$ cat config.mk
export PLATFORM = sky130hd
export DESIGN_NAME = alarm_controller
export DESIGN_NICKNAME = d
export VERILOG_FILES = /design/src/rtl/alarm_pkg.sv /design/src/rtl/alarm_time_params.sv /design/src/rtl/alarm_controller.sv
export SDC_FILE = /design/constraint.sdc
export NUM_CORES = 1
export LEC_CHECK = 0
export ABC_AREA = 1
export CELL_PAD_IN_SITES_DETAIL_PLACEMENT = 2
export CELL_PAD_IN_SITES_GLOBAL_PLACEMENT = 2
export CORE_MARGIN = 10
export CORE_UTILIZATION = 33
export DETAILED_ROUTE_END_ITERATION = 8
export GPL_TIMING_DRIVEN = 1
export PLACE_DENSITY_LB_ADDON = 0.1
export SETUP_SLACK_MARGIN = 0.02
export SYNTH_ARGS = -nofsm -noshare
export SYNTH_HDL_FRONTEND = slang
export SYNTH_SLANG_ARGS = --single-unit
$ cat constraint.sdc
create_clock -name clock -period 3.3 [get_ports clock]
set_input_delay 0.825 -clock clock [delete_from_list [all_inputs] [get_ports clock]]
set_output_delay 0.825 -clock clock [all_outputs]
set_load 0.02 [all_outputs]
$ cat src/rtl/alarm_pkg.sv
// Shared types for the anti-theft alarm: FSM state encoding and interval indices.
// Latency: n/a (types and constants only).
// Backpressure: n/a.
package alarm_pkg;

    localparam int INTERVAL_W = 4;

    typedef logic [INTERVAL_W-1:0] interval_t;
    typedef logic [1:0]            param_idx_t;

    localparam param_idx_t IDX_ARM       = 2'd0;
    localparam param_idx_t IDX_DRIVER    = 2'd1;
    localparam param_idx_t IDX_PASSENGER = 2'd2;
    localparam param_idx_t IDX_ALARM_ON  = 2'd3;

    typedef enum logic [2:0] {
        ARMED,
        TRIGGERED,
        ALARM,
        ALARM_TAIL,
        DISARMED,
        WAIT_OPEN,
        WAIT_CLOSE,
        ARM_DELAY
    } state_t;

endpackage

$ cat src/rtl/alarm_time_params.sv
// Four user-reprogrammable 4-bit intervals with reset defaults.
// Latency: write lands next cycle; read is combinational.
// Backpressure: none, writes always accepted.
module alarm_time_params
    import alarm_pkg::*;
#(
    parameter interval_t ARM_DEF       = 4'd6,
    parameter interval_t DRIVER_DEF    = 4'd8,
    parameter interval_t PASSENGER_DEF = 4'd15,
    parameter interval_t ALARM_ON_DEF  = 4'd10
) (
    input  logic       clock,
    input  logic       reset,
    input  logic       reprogram,
    input  logic [1:0] wr_sel,
    input  logic [3:0] wr_value,
    input  logic [1:0] rd_sel,
    output logic [3:0] rd_value
);

    interval_t param_q [4];

    always_ff @(posedge clock or posedge reset) begin
        if (reset) begin
            param_q[IDX_ARM]       <= ARM_DEF;
            param_q[IDX_DRIVER]    <= DRIVER_DEF;
            param_q[IDX_PASSENGER] <= PASSENGER_DEF;
            param_q[IDX_ALARM_ON]  <= ALARM_ON_DEF;
        end else if (reprogram) begin
            param_q[wr_sel] <= wr_value;
        end
    end

    assign rd_value = param_q[rd_sel];

endmodule

$ cat src/rtl/alarm_controller.sv
// Alarm FSM: sequences the countdown timer, drives siren and status LED.
// Latency: every output registered, reacts one cycle after its inputs.
// Backpressure: none; expired is ignored during the start_timer cycle.
module alarm_controller
    import alarm_pkg::*;
#(
    parameter interval_t T_ARM_DELAY_DEF = 4'd6,
    parameter interval_t T_DRIVER_DEF    = 4'd8,
    parameter interval_t T_PASSENGER_DEF = 4'd15,
    parameter interval_t T_ALARM_ON_DEF  = 4'd10
) (
    input  logic       clock,
    input  logic       reset,
    input  logic       ignition,
    input  logic       door_driver,
    input  logic       door_pass,
    input  logic       reprogram,
    input  logic [1:0] time_param_sel,
    input  logic [3:0] time_value,
    input  logic       expired,
    input  logic       half_hz_enable,
    output logic       start_timer,
    output logic [3:0] timer_value,
    output logic       siren,
    output logic       status_led
);

    state_t     state_q, state_n;
    logic       start_n, siren_n, led_n;
    param_idx_t rd_sel;
    interval_t  rd_value;
    logic       any_door, exp_live;

    alarm_time_params #(
        .ARM_DEF       (T_ARM_DELAY_DEF),
        .DRIVER_DEF    (T_DRIVER_DEF),
        .PASSENGER_DEF (T_PASSENGER_DEF),
        .ALARM_ON_DEF  (T_ALARM_ON_DEF)
    ) u_params (
        .clock     (clock),
        .reset     (reset),
        .reprogram (reprogram),
        .wr_sel    (time_param_sel),
        .wr_value  (time_value),
        .rd_sel    (rd_sel),
        .rd_value  (rd_value)
    );

    assign any_door = door_driver | door_pass;
    // The timer has not reloaded yet in the start cycle, so its expiry is stale.
    assign exp_live = expired & ~start_timer;

    always_comb begin
        state_n = state_q;
        start_n = 1'b0;
        rd_sel  = IDX_ARM;
        if (reprogram) begin
            state_n = ARMED;
        end else if (ignition && state_q != DISARMED) begin
            state_n = DISARMED;
        end else begin
            case (state_q)
                ARMED: begin
                    if (door_driver) begin
                        state_n = TRIGGERED;
                        start_n = 1'b1;
                        rd_sel  = IDX_DRIVER;
                    end else if (door_pass) begin
                        state_n = TRIGGERED;
                        start_n = 1'b1;
                        rd_sel  = IDX_PASSENGER;
                    end
                end
                TRIGGERED:  if (exp_live) state_n = ALARM;
                ALARM: begin
                    if (!any_door) begin
                        state_n = ALARM_TAIL;
                        start_n = 1'b1;
                        rd_sel  = IDX_ALARM_ON;
                    end
                end
                ALARM_TAIL: begin
                    if (any_door)      state_n = ALARM;
                    else if (exp_live) state_n = ARMED;
                end
                DISARMED:   if (!ignition) state_n = WAIT_OPEN;
                WAIT_OPEN:  if (door_driver) state_n = WAIT_CLOSE;
                WAIT_CLOSE: begin
                    if (!any_door) begin
                        state_n = ARM_DELAY;
                        start_n = 1'b1;
                        rd_sel  = IDX_ARM;
                    end
                end
                ARM_DELAY: begin
                    if (any_door)      state_n = WAIT_CLOSE;
                    else if (exp_live) state_n = ARMED;
                end
                default: state_n = ARMED;
            endcase
        end

        siren_n = (state_n == ALARM) || (state_n == ALARM_TAIL);
        // Blink phase restarts at 0 whenever ARMED is entered from elsewhere.
        led_n = 1'b0;
        case (state_n)
            TRIGGERED, ALARM, ALARM_TAIL: led_n = 1'b1;
            ARMED: led_n = (state_q == ARMED) ? (status_led ^ half_hz_enable) : 1'b0;
            default: led_n = 1'b0;
        endcase
    end

    always_ff @(posedge clock or posedge reset) begin
        if (reset) begin
            state_q     <= ARMED;
            start_timer <= 1'b0;
            timer_value <= '0;
            siren       <= 1'b0;
            status_led  <= 1'b0;
        end else begin
            state_q     <= state_n;
            start_timer <= start_n;
            if (start_n) timer_value <= rd_value;
            siren       <= siren_n;
            status_led  <= led_n;
        end
    end

endmodule

==> results.json <==
{
  "detail_route.first_pass.iterations": 4,
  "drv_slew": 0,
  "slowest_stage": "clkdlybuf4s50_1",
  "grt.overflow.total": 0,
  "reg2regPathDepth": 8,
  "worst_slack_ns": 1.137,
  "clkSinkCount": 26,
  "netlist_area_um2": 1380,
  "fin_setup_tns_ns": 0,
  "setup_violations": 0,
  "diodes": 0,
  "fillers": 469,
  "die_width_um": 84.67,
  "drive_above_1_share": 0.1550,
  "io_pins": 21,
  "cp-end-kind": "register",
  "cp_data_arrival_time_ns": 2.34,
  "root_buffer": "clkbuf_8",
  "drc_errors": 0,
  "syn_nets": 191,
  "yosysUniqueCellTypes": 24,
  "post_cts_buffers": 0,
  "grt_start_max_net_pins": 27,
  "drt_wl_total_um": 3863,
  "cts_buffers": 3,
  "ir_worst_vdd_uv": 188.1,
  "grt_setup_unrepaired": "no",
  "fin_cells": 250,
  "fin_skew_ns": 0.003756,
  "maxSlewHeadroom": 0.6931,
  "clk_latency_ns": 0.28,
  "die_area_um2": 7169,
  "hold_buffers": 0,
  "coreArea_um2": 4029,
  "grtUsageTotal": 0.1168,
  "portBuffers": 20,
  "vias": 1209,
  "postSynthCellCount": 177,
  "power.density_nw_per_um2": 549.3,
  "synth_edf_count": 0,
  "drt_iter0_drc": 30,
  "startpoint_type": "input pin",
  "initial_core_util": 0.3425,
  "place_hpwl_um": 3198,
  "holdPathStages": 2,
  "fp-row-count": 23,
  "hold_viol": 0,
  "ys.flop_type": "dfrtp_1",
  "critPathMaxFanout": 10,
  "final_antenna_net_count": 0,
  "yosysWarnings": 0,
  "status": "finished, final reports clean",
  "grt_first_pass_wirelength_um": 6906,
  "fmax_ghz": 0.4624,
  "drv_cap": 0,
  "gp_congestion": 0.7818,
  "cpPeakStageDelay_ns": 0.50,
  "hold_path_class": "register to register",
  "cts_buffer_depth": 2,
  "worstPathCellList": "clkdlybuf4s50_1, nor2_2, nand3_2, nand2_4, nand2_2, nand2_1, nand3_1, nand3_1, nand2_1",
  "final_cell_mix": "nand2_1, nand3_1, inv_1",
  "antenna_found_initial": 0,
  "synth_area_per_cell_um2": 7.797,
  "dp.cells": 246,
  "worst_pin_slew_ns": 0.4588,
  "h-tree-depth": 1,
  "cts_tree": "yes",
  "ys_seq_area_frac": 0.4796,
  "fp.dieH_um": 84.67,
  "layout_commonest_cell": "nand2_1",
  "syn_to_final_growth_pct": 23.57,
  "crit_required_ns": 3.47,
  "ys_async_sr_fraction": 1.000,
  "place_ws_ns": 0.8338,
  "p_leak_nw": 0.8507,
  "period_share": 0.6554,
  "ys_ff_latch": 26,
  "wl_per_cell_um": 15.45,
  "avgViaCountPerCell": 4.836,
  "grt_pass1_vias": 1380,
  "criticalPathCategory": "input pin to register",
  "nets": 215,
  "layout_min_cycle_time_ns": 2.163,
  "post_cts_resized": 0,
  "clkTransAtPathRegs_ns": 0.09
}
through the flow:
stage          hold WS [ns]  cell area (um2)  power [W]  utilization
4_1_cts              0.4945             1705  0.0009550       0.4233
2_1_floorplan        0.4444             1380  0.0005736            -
3_5_place_dp         0.4706             1634  0.0006841       0.4056
3_3_place_gp         0.4628             1634  0.0006687       0.4056
5_1_grt              0.5192             1705   0.001008       0.4233
6_report             0.4911             1705  0.0009368       0.4233
cells by family after synthesis:
group | Yosys count | share of synthesized area
simple gates | 100 | 0.3445
buf+inv | 29 | 0.09157
flops | 26 | 0.4796
compound gates | 21 | 0.07797
xor+xnor | 1 | 0.006347
per-layer routing:
layer / wire, um / part of all wire / GRT usage / vias to the layer above
li1: - / - / - / 604
met1: 1771 / 0.46 / 0.1376 / 583
met2: 1914 / 0.50 / 0.2011 / 17
met3: 112 / 0.029 / 0.02222 / 5
met4: 65 / 0.017 / 0.04940 / 0
met5: 0 / 0 / 0 / -
final cells by class:
type / count / area [um2] / share of cell area
tap: 50 / 62.56 / 0.03668
clock buffer: 3 / 41.29 / 0.02421
multi-input combinational: 122 / 591.8 / 0.3470
clock inverter: 1 / 30.03 / 0.01761
inverter: 27 / 110.1 / 0.06456
timing repair buffer: 21 / 207.7 / 0.1218
sequential: 26 / 661.9 / 0.3881
flip-flops by register name, indices dropped and copies added (netlist names):
signal and flops:
u_params.param_q 16, siren 1, state_q 3, status_led 1
start_timer 1, timer_value 4
critical path: cells and delay by family:
| family | cells | cell delay [ns] |
|---|---|---|
| AND/OR/NAND/NOR | 8 | 1.02 |
| buffers and inverters | 1 | 0.50 |
worst paths after layout:
path,from,endpoint,slack (ns)
max,door_driver,timer_value[0],1.14
min,timer_value[2],timer_value[2],0.49
max in group asynchronous,reset,u_params.param_q[13],2.09
max reg2reg,state_q[0],timer_value[0],1.68
min reg2reg,timer_value[2],timer_value[2],0.49
min in group asynchronous,reset,u_params.param_q[15],0.91
power breakdown:
part | total, W | leakage (nW) | switching, W | internal (W)
sequential | 0.000425 | 0.313 | 0.0000382 | 0.000387
combinational | 0.000247 | 0.502 | 0.000141 | 0.000105
clock | 0.000265 | 0.0357 | 0.000102 | 0.000163
total | 0.000937 | 0.851 | 0.000282 | 0.000655
cell usage after synthesis, types with 2 or more instances:
cell      count  share of area
nor2_1        8          0.022
nand2_4       2          0.016
o21ai_0      17          0.062
a21oi_1       3          0.011
dfrtp_1      17           0.31
nand3b_1      4          0.022
nand2_2       3          0.014
dfstp_2       9           0.17
nand2_1      52           0.14
clkinv_2      3          0.011
inv_1        21          0.057
nand3_1      22          0.080
inv_2         2         0.0054
nor2_2        4          0.018
Power figures use the tool's default switching activity.
==> variant 1: new RTL, same flow settings <==
Re-encode `state_t` (8 states) as one-hot, 8 bits wide.
--- a/src/rtl/alarm_pkg.sv
+++ b/src/rtl/alarm_pkg.sv
@@ -15,11 +15,11 @@
 
-    typedef enum logic [2:0] {
-        ARMED,
-        TRIGGERED,
-        ALARM,
-        ALARM_TAIL,
-        DISARMED,
-        WAIT_OPEN,
-        WAIT_CLOSE,
-        ARM_DELAY
+    typedef enum logic [7:0] {
+        ARMED      = 8'b00000001,
+        TRIGGERED  = 8'b00000010,
+        ALARM      = 8'b00000100,
+        ALARM_TAIL = 8'b00001000,
+        DISARMED   = 8'b00010000,
+        WAIT_OPEN  = 8'b00100000,
+        WAIT_CLOSE = 8'b01000000,
+        ARM_DELAY  = 8'b10000000
     } state_t;
Function: no difference found for any inputs over 10 cycles, from zero or initial values and one cycle with reset high; not proved beyond that.
==> variant 1 against the unedited design <==
  * Power rose by 7.6%
  * Highest routed layer unchanged
  * Combinational power fell by 2%
  * Final area rose by 29%
  * Core utilization fell by 2.3 points
  * Die area rose by 25%
  * Clock power rose by 9.1%
  * Setup slack got worse by 130 ps
  * Cell count rose by 41%
  * Synthesized area rose by 34%
  * Wire length rose by 39%
  * Sequential cell count rose by 5
  * Non-clock buffer count rose by 1
  * Register-to-register slack got worse by 320 ps
==> variant 1: results (changes against the unedited design) <==
| Metric | Value |
|---|---|
| Sequential cell area share | 35.94% (-2.9 points) |
| Status | finished, final reports clean |
| Drt wl/cell | 15.28 um (-1.1%) |
| Via count | 1693 (+40%) |
| Largest net degree at the start of global routing | 32 (+19%) |
| Inverters | 40 (+48%) |
| Met1 usage | 14.25% (+0.50 points) |
| Metal2 WL | 2914 um (+52%) |
| Nonclk buf count | 22 (+4.8%) |
| Peak supply drop | 205.4 uV (+9.2%) |
| Synth top cells by count | nand2_1, inv_1, nand3_1 |
| Initial DRC Count | 60 (+100%) |
| Met3 Resource Use GR | 2.696% (+0.47 points) |
| Clock network share of area | 3.708% (-0.47 points) |
| Global Route Usage Sum | 13.28% (+1.6 points) |
| Met3 Wirelength | 102 um (-8.9%) |
| Setup WS pre-CTS | 682.3 ps (-151.5 ps) |
| CP max FO | 12 (+2) |
| Worst EP arrival | 2480 ps (+140 ps) |
| Inserted Clock Buffers | 5 (+2) |
| #FFs+latches synth | 31 (+19%) |
| Vias in the first global route | 1924 (+39%) |
| NonClk Buf Share | 9.812% (-2.4 points) |
| First-pass GRT wire length | 9446 um (+37%) |
| Seq/Total Area, Yosys | 42.74% (-5.2 points) |
| Synth Net Count | 268 (+40%) |
| Fillers | 684 (+46%) |
| Share of cells above drive strength 1 | 15.36% (-0.14 points) |
| LEAKAGE | 0.001107 uW (+30%) |
| H-tree depth | 2 (+1) |
| Synth Area in Compound Gates | 9.498% (+1.7 points) |
| Fin nets | 293 (+36%) |
| Multi-input combinational area share | 39.59% (+4.9 points) |
| Placer Congestion | 0.8279 (+5.9%) |
| GRT met2 Usage | 25.06% (+4.9 points) |
| Slew headroom | 72.97% (+3.7 points) |
| Library cells used by synthesis | 26 (+8.3%) |
| Biggest regs | u_params.param_q (16), state_q (8), timer_value (4) |
## variant 1: final timing paths
check | startpoint | to | slack (ps) | cells after the start
max | door_driver | timer_value[0] | 1000 | 9
min reg2reg | timer_value[2] | timer_value[2] | 480 | 2
max in group asynchronous | reset | u_params.param_q[14] | 2040 | 3
max reg2reg | state_q[2] | timer_value[3] | 1360 | 11
min in group asynchronous | reset | state_q[5] | 920 | 3
min | timer_value[2] | timer_value[2] | 480 | 2
## variant 1: metrics by stage
step	std cells	utilization [%]	total power, uW	area (um2)
6_report	352	40.08	1008	2193
2_1_floorplan	254	-	630.5	1844
5_1_grt	352	40.08	1080	2193
3_5_place_dp	344	38.59	731.9	2112
4_1_cts	352	40.08	1026	2193
3_3_place_gp	344	38.59	725.0	2112
## variant 1: critical path: cells and delay by family
family,cells,cell delay (ps)
AND/OR/NAND/NOR,8,1010
buffers and inverters,1,630
## variant 1: power by group
part	internal, uW	switching [uW]	leakage [uW]
Sequential	446	31.7	0.000380
Combinational	100	141	0.000685
Clock	148	141	0.0000422
==> variant 2: new RTL, same flow settings <==
Made on the original files. Change the parameter `T_DRIVER_DEF` from 4'd8 to 4'd7.
--- a/src/rtl/alarm_controller.sv
+++ b/src/rtl/alarm_controller.sv
@@ -7,3 +7,3 @@
     parameter interval_t T_ARM_DELAY_DEF = 4'd6,
-    parameter interval_t T_DRIVER_DEF    = 4'd8,
+    parameter interval_t T_DRIVER_DEF    = 4'd7,
     parameter interval_t T_PASSENGER_DEF = 4'd15,
Function: changed (Yosys sat finds a counterexample within 4 cycles, from zero or initial values and one cycle with reset high).
==> variant 2 against the unedited design <==
  * Synthesized area rose by 0.18%
  * Clock power rose by 2%
  * Register-to-register slack improved by 20 ps
  * Die area rose by 0.13%
  * Fmax fell by 0.51%
  * Final area rose by 0.15%
  * Count of clock-buffer cells in the layout did not move
  * Power rose by 1.6%
  * Wire length rose by 7.3%
  * Sequential cell count did not move
  * Setup slack got worse by 11 ps
  * Critical path type unchanged
  * Critical endpoint is now timer_value[2]
==> variant 2: results (changes against the unedited design) <==
| Metric | Value |
|---|---|
| Worst slew pin tran | 451.1 ps (-7.757 ps) |
| Status | finished, final reports clean |
| CP max stage delay | 500 ps (about the same) |
| Initial antenna violation count | 0 (unchanged) |
| Drt first pass iters | 4 (unchanged) |
| Ant diodes | 0 (unchanged) |
| Clock Tree Buf Depth | 2 (unchanged) |
| Inserted Clock Buffers | 3 (unchanged) |
| Hpwl dp | 3187 um (-0.34%) |
| Seq/Total Area, Yosys | 48.05% (+0.094 points) |
| Post-CTS Resized | 0 (unchanged) |
| Fin nets | 215 (unchanged) |
| First-pass GRT wire length | 7369 um (+6.7%) |
| # Post-CTS Setup Buffers | 0 (unchanged) |
| Largest net degree at the start of global routing | 27 (unchanged) |
| Worst skew pair latency | 280 ps (about the same) |
| Hold WC Path Type | flop to flop |
| H-tree depth | 1 (unchanged) |
| Peak supply drop | 348.7 uV (+85%) |
| Vias per cell | 4.984 (+3.1%) |
| Global Route Usage Sum | 12.47% (+0.79 points) |
| Clock skew | 2.098 ps (-1.658 ps) |
| Worst EP arrival | around 2400 ps |
| Largest register FFs | 16 (unchanged) |
| LEAKAGE | 0.0008466 uW (-0.47%) |
| Placer Congestion | 0.7667 (-1.9%) |
| Biggest regs | u_params.param_q (16), timer_value (4), state_q (3) |
| CP max FO | 10 (unchanged) |
| Synth Net Count | 191 (unchanged) |
| Vias in the first global route | 1421 (+3.0%) |
| Share of cells above drive strength 1 | 16.50% (+1.0 points) |
| Area contributors post-synth | dfrtp_1, dfstp_2, nand2_1 |
| Drt wl/cell | 16.58 um (+7.3%) |
| Initial DRC Count | 68 (+130%) |
| Path depth of the worst reg2reg path | 8 (unchanged) |
| Synth top cells by count | nand2_1, nand3_1, inv_1 |
==> variant 2: cell types whose count changed after synthesis, sizes merged <==
cell,before,now
dfrtp,17,15
dfstp,9,11
==> variant 2: metal layers <==
layer | up-vias | track usage, % | share of wire [%]
met5 | - | 0 | 0
met4 | 0 | 3.144 | 1.0
met3 | 4 | 2.222 | 3.4
met2 | 16 | 23.20 | 52
met1 | 620 | 14.16 | 43
li1 | 606 | - | -
==> variant 2: tightest hold or removal path, stage by stage, from the launching register on <==
cell and delay [ps]:
dfrtp_1 360, nand2_1 60, nand2_1 50
==> variant 2: path summary, 6_finish.rpt <==
kind                       slack [ps]                  end      startpoint
min reg2reg                       500       timer_value[3]  timer_value[3]
min                               500       timer_value[3]  timer_value[3]
max in group asynchronous        2090  u_params.param_q[5]           reset
min in group asynchronous         910  u_params.param_q[2]           reset
max reg2reg                      1700       timer_value[2]      state_q[0]
max                              1130       timer_value[2]     door_driver
==> variant 2: final cells by class <==
type / count / area (um2)
Tap cell: 50 / 62.56
Fill cell: 476 / 2321
Clock buffer: 3 / 41.29
Inverter: 27 / 110.1
Sequential cell: 26 / 664.4
Multi-Input combinational cell: 122 / 591.8
Clock inverter: 1 / 30.03
Timing Repair Buffer: 21 / 207.7
==> variant 2: kinds of logic after synthesis <==
logic type / synth area share [%]
AOI/OAI and AO/OA: 7.783
and+or+nand+nor: 34.39
xor gates and xnor gates: 0.6336
DFF: 48.05
buffers and inverters: 9.140
==> variant 2: where the power goes <==
group	internal [uW]	switching (uW)	total, uW
clock	163	108	271
sequential	390	38.8	429
combinational	106	147	253
total	658	294	952
==> variant 2: stage by stage <==
| stage | std cells | power (uW) | setup WS, ps | hold WS, ps | instance area [um2] |
|---|---|---|---|---|---|
| 3_3_place_gp | 246 | 671.4 | 913.3 | 462.8 | 1637 |
| 6_report | 250 | 951.8 | 1126 | 499.8 | 1708 |
| 4_1_cts | 250 | 968.1 | 1118 | 501.4 | 1708 |
| 2_1_floorplan | 177 | 576.5 | 1502 | 444.4 | 1383 |
| 5_1_grt | 250 | 1018 | 960.8 | 530.9 | 1708 |
| 3_5_place_dp | 246 | 687.6 | 815.3 | 475.3 | 1637 |
